$ cat src/rtl/fib_seq_stream.sv
// Fibonacci-style pair stepper with HOLD/STEP/LOAD/RESTART commands and a one-entry result register.
// Result appears one cycle after accept; a held result blocks new commands until the consumer takes it.
module fib_seq_stream #(
  parameter int WIDTH    = 8,
  parameter int SEED0    = 0,
  parameter int SEED1    = 1,
  parameter int SATURATE = 0,
  parameter int CNT_W    = 16
) (
  input  logic             clk,
  input  logic             rst,
  input  logic             cmd_valid,
  input  logic [1:0]       cmd_op,
  input  logic [WIDTH-1:0] ld_a,
  input  logic [WIDTH-1:0] ld_b,
  output logic             cmd_ready,
  output logic             out_valid,
  input  logic             out_ready,
  output logic [WIDTH-1:0] out_data,
  output logic             ovf,
  output logic [CNT_W-1:0] step_cnt
);

  localparam logic [1:0]       OP_HOLD    = 2'b00;
  localparam logic [1:0]       OP_STEP    = 2'b01;
  localparam logic [1:0]       OP_LOAD    = 2'b10;
  localparam logic [WIDTH-1:0] SEED0_W    = WIDTH'(SEED0);
  localparam logic [WIDTH-1:0] SEED1_W    = WIDTH'(SEED1);
  localparam logic [WIDTH-1:0] ALL_ONES   = '1;
  localparam logic [CNT_W-1:0] CNT_MAX    = '1;

  logic [WIDTH-1:0] a_q, a_d;
  logic [WIDTH-1:0] b_q, b_d;
  logic [WIDTH-1:0] data_q, data_d;
  logic             vld_q, vld_d;
  logic             ovf_q, ovf_d;
  logic [CNT_W-1:0] cnt_q, cnt_d;

  logic             accept;
  logic [WIDTH:0]   sum;

  assign cmd_ready = !vld_q || out_ready;
  assign accept    = cmd_valid && cmd_ready;
  assign sum       = {1'b0, a_q} + {1'b0, b_q};

  always_comb begin
    a_d    = a_q;
    b_d    = b_q;
    data_d = data_q;
    vld_d  = vld_q;
    ovf_d  = ovf_q;
    cnt_d  = cnt_q;
    if (accept) begin
      vld_d = 1'b1;
      case (cmd_op)
        OP_HOLD: begin
          data_d = a_q;
        end
        OP_STEP: begin
          a_d    = b_q;
          data_d = b_q;
          b_d    = sum[WIDTH-1:0];
          // Carry out of the pair sum is the overflow event.
          if (sum[WIDTH]) begin
            ovf_d = 1'b1;
            if (SATURATE != 0) b_d = ALL_ONES;
          end
          if (cnt_q != CNT_MAX) cnt_d = cnt_q + 1'b1;
        end
        OP_LOAD: begin
          a_d    = ld_a;
          b_d    = ld_b;
          data_d = ld_a;
          ovf_d  = 1'b0;
          cnt_d  = '0;
        end
        default: begin
          a_d    = SEED0_W;
          b_d    = SEED1_W;
          data_d = SEED0_W;
          ovf_d  = 1'b0;
          cnt_d  = '0;
        end
      endcase
    end else if (out_ready) begin
      vld_d = 1'b0;
    end
  end

  always_ff @(posedge clk or posedge rst) begin
    if (rst) begin
      a_q    <= SEED0_W;
      b_q    <= SEED1_W;
      data_q <= '0;
      vld_q  <= 1'b0;
      ovf_q  <= 1'b0;
      cnt_q  <= '0;
    end else begin
      a_q    <= a_d;
      b_q    <= b_d;
      data_q <= data_d;
      vld_q  <= vld_d;
      ovf_q  <= ovf_d;
      cnt_q  <= cnt_d;
    end
  end

  assign out_valid = vld_q;
  assign out_data  = data_q;
  assign ovf       = ovf_q;
  assign step_cnt  = cnt_q;

endmodule

$ cat config.mk
export PLATFORM = sky130hd
export DESIGN_NAME = fib_seq_stream
export DESIGN_NICKNAME = d
export VERILOG_FILES = /design/src/rtl/fib_seq_stream.sv
export SDC_FILE = /design/constraint.sdc
export NUM_CORES = 1
export LEC_CHECK = 0
export BUFFER_PORTS_ARGS = -buffer_cell sky130_fd_sc_hd__buf_2
export CAP_MARGIN = 5
export CELL_PAD_IN_SITES_DETAIL_PLACEMENT = 0
export CELL_PAD_IN_SITES_GLOBAL_PLACEMENT = 2
export CORE_MARGIN = 4
export CORE_UTILIZATION = 33
export DETAILED_ROUTE_END_ITERATION = 10
export HOLD_SLACK_MARGIN = 0.02
export PLACE_DENSITY_LB_ADDON = 0.1
export RECOVER_POWER = 50
export SLEW_MARGIN = 20
export SYNTH_ARGS = -nofsm -noshare
export SYNTH_HDL_FRONTEND = slang
export SYNTH_SLANG_ARGS = --single-unit
$ cat constraint.sdc
create_clock -name clk -period 2.4 [get_ports clk]
set_input_delay 0.48 -clock clk [delete_from_list [all_inputs] [get_ports clk]]
set_output_delay 0.48 -clock clk [all_outputs]
set_load 0.1 [all_outputs]
==> results.tsv <==
metric	value	unit
post-synthesis mux area share	0.523	%
ys flop type	dfrtp_1	
clk_skew	0.0107	ns
number of diodes	0	
Worst-Skew Late Latency	0.29	ns
Worst-path clk slew	0.07	ns
unrepaired setup endpoints after global routing	false	
r2r worst-path depth	8	
crit share post-route	89.1	%
CTS Hold Buffers Added	0	
largest net degree at the start of global routing	28	
area of the core	6350	um2
Worst-Margin Slew	1.19	ns
complex-gate fraction of the synthesized area	17.1	%
DP Wirelength	4070	um
commonest cells after routing, fill and taps aside	buf_2, dfrtp_1, nor2_1	
Post-Place Worst Slack	0.272	ns
CTS Root Cell	clkbuf_8	
drt pass-1 iters	4	
gr ovfl total	0	
DRT iter0 DRCs	44	
CP peak stage delay	0.55	ns
Leak Pwr	1.17	nW
Nets	313	
maxcap violations	0	
Worst slew margin	20.8	%
post-synthesis adder-cell area fraction	7.90	%
critical path required time	2.55	ns
Yosys reg bits	34	
Worst path slowest cell	dfstp_2	
Routed wire per std cell	14.9	um
ratio of cells with drive above 1 in the final layout	27.6	%
worst setup path class	flop to flop	
GPL Wtd Cong	0.718	
Arr. time, crit path	2.29	ns
worst reg2reg startpoint	b_q[0]	
Setup Total Neg Slack	0	ns
post-CTS setup buffer count	0	
Final ANT Viol Nets	0	
class of the worst hold path	input port to async pin	
status	completed	
P&R area growth vs syn	18.8	%
mapped cell area	2150	um2
final count of pins violating max slew	0	
Row Count	29	
cells after synthesis	227	
Die H	88.8	um
Syn Area/Cell	9.49	um2
Synth Area in Simple Gates	24.7	%
Setup crit start	b_q[0]	
initial antenna violation count	0	
CP endpoint kind	flop	
DRC	0	
reg-to-reg slack, setup	0.26	ns
CTS Buffer Depth	2	
die area	7890	um2
total CTS buffers	5	
TritonCTS Sinks	34	
vias in the first global route	1801	
Resize count post-CTS	0	
post-synthesis cell type count	52	
I/O pin count	49	
fin crit period	2.14	ns
Die Width	88.8	um
commonest non-fill, non-tap cell in the layout	buf_2	
H-tree levels	2	
xor/xnor share of the synthesized area	6.10	%
Routed WL	5310	um
peak supply drop	0.231	mV
DR vias	1821	
Cell Pwr Density	577	nW/um2
first-pass GRT wire length	8830	um
f_max	468	MHz
Initial Utilization	33.9	%
Final Worst Setup Slack	0.262	ns
Port Buffers	48	
detailed-route vias per instance	5.12	
CTS tree	yes	
Final Hold Fails	0	
CP Launch Type	flop	
Ys Warns	0	
worst-path fanout max	3	
EDFF count, synth	0	
Seq/Total Area, Yosys	39.5	%
cells along the critical path	ha_1 > inv_1 > fa_1 > nor2b_1 > o31ai_1 > a21oi_1 > xnor2_1 > o221ai_1	
largest family of logic cells by synthesized area	simple AND/OR/NAND/NOR gates	
Synth Net Count	262	
Post-synth ARST share	100	%
r2r endpoint	b_q[6]	
endpoints failing setup	0	
GRT Util Overall	14.5	%
[cells in the mapped netlist, types with 2 or more instances]
cell,count,share of area [%]
nor2_1,25,4.4
nor2b_1,2,0.58
xnor2_1,10,4.1
buf_1,2,0.35
nor4b_2,2,1.4
dfrtp_1,33,38
nor4_2,2,1.2
xor2_1,5,2.0
o21ai_0,11,2.6
and3_1,2,0.58
o221ai_1,5,2.0
nand2_1,15,2.6
nand3_2,2,0.93
and2_1,2,0.58
a31oi_1,4,1.2
buf_2,3,0.70
a21oi_1,7,1.6
nand3_1,10,2.3
and4_1,2,0.81
or4_1,2,0.70
o22ai_1,2,0.58
nor2_2,4,1.2
a22o_1,7,2.8
nor3_1,5,1.2
nand2b_1,3,0.87
a22oi_1,9,3.1
inv_1,8,1.4
nand4_1,4,1.2
clkbuf_1,5,0.87
ha_1,12,7.0
[worst max path at each step]
| stage | slack [ns] | endpoint |
|---|---|---|
| 4_1_cts | 0.25 | b_q[6] |
| 6_report | 0.26 | b_q[6] |
| 2_1_floorplan | 0.008 | step_cnt[15] |
| 3_3_place_gp | 0.28 | ovf |
| 3_5_place_dp | 0.27 | b_q[6] |
| 5_1_grt | 0.08 | b_q[6] |
[power by group]
part | total (W) | internal (W) | switching, W
Sequential | 0.000644 | 0.000612 | 0.0000327
Combinational | 0.000411 | 0.000116 | 0.000296
Clock | 0.000420 | 0.000201 | 0.000219
Total | 0.00148 | 0.000929 | 0.000547
[cells by family after synthesis]
family / Yosys count
flops: 34
fa+ha+maj: 13
mux: 1
buf+inv: 20
simple gates: 91
compound gates: 53
xor+xnor: 15
[sequential cells by signal, summed over array words and instances, names as in the netlist]
name       cells
step_cnt      16
b_q            8
out_data       8
out_valid      1
ovf            1
[critical path, delay by kind of cell, from the launching register on]
kind / cells / cell delay [ns]
and+or+nand+nor: 1 / 0.17
DFF: 1 / 0.55
buffers and inverters: 1 / 0.06
xor gates and xnor gates: 1 / 0.16
AOI/OAI and AO/OA: 3 / 0.48
adders and majority gates: 2 / 0.60
[stage by stage]
step | hold WS [ns] | util, % | cells | cell area, um2 | power (W)
after floorplan | 0.476 | - | 227 | 2160 | 0.000975
after global placement | 0.513 | 39.3 | 348 | 2490 | 0.00108
after detailed placement | 0.507 | 39.3 | 348 | 2490 | 0.00107
after CTS | 0.309 | 40.6 | 356 | 2580 | 0.00151
after global routing | 0.343 | 40.3 | 356 | 2560 | 0.00157
final | 0.281 | 40.3 | 356 | 2560 | 0.00148
[layer usage]
metal,vias up,global-route usage [%],wire [um]
met5,-,0,0
met4,0,5.36,78
met3,8,2.33,187
met2,30,23.3,2440
met1,858,19.6,2600
li1,925,-,-
[final cells by class]
type                       instances  area (um2)
timing repair buffer              56         285
sequential                        34         855
clock inverter                     2        10.0
inverter                           8        30.0
clock buffer                       6        72.6
tap                               77        96.3
multi-input combinational        173        1210
fill                             668        3790
Power figures use the tool's default switching activity.
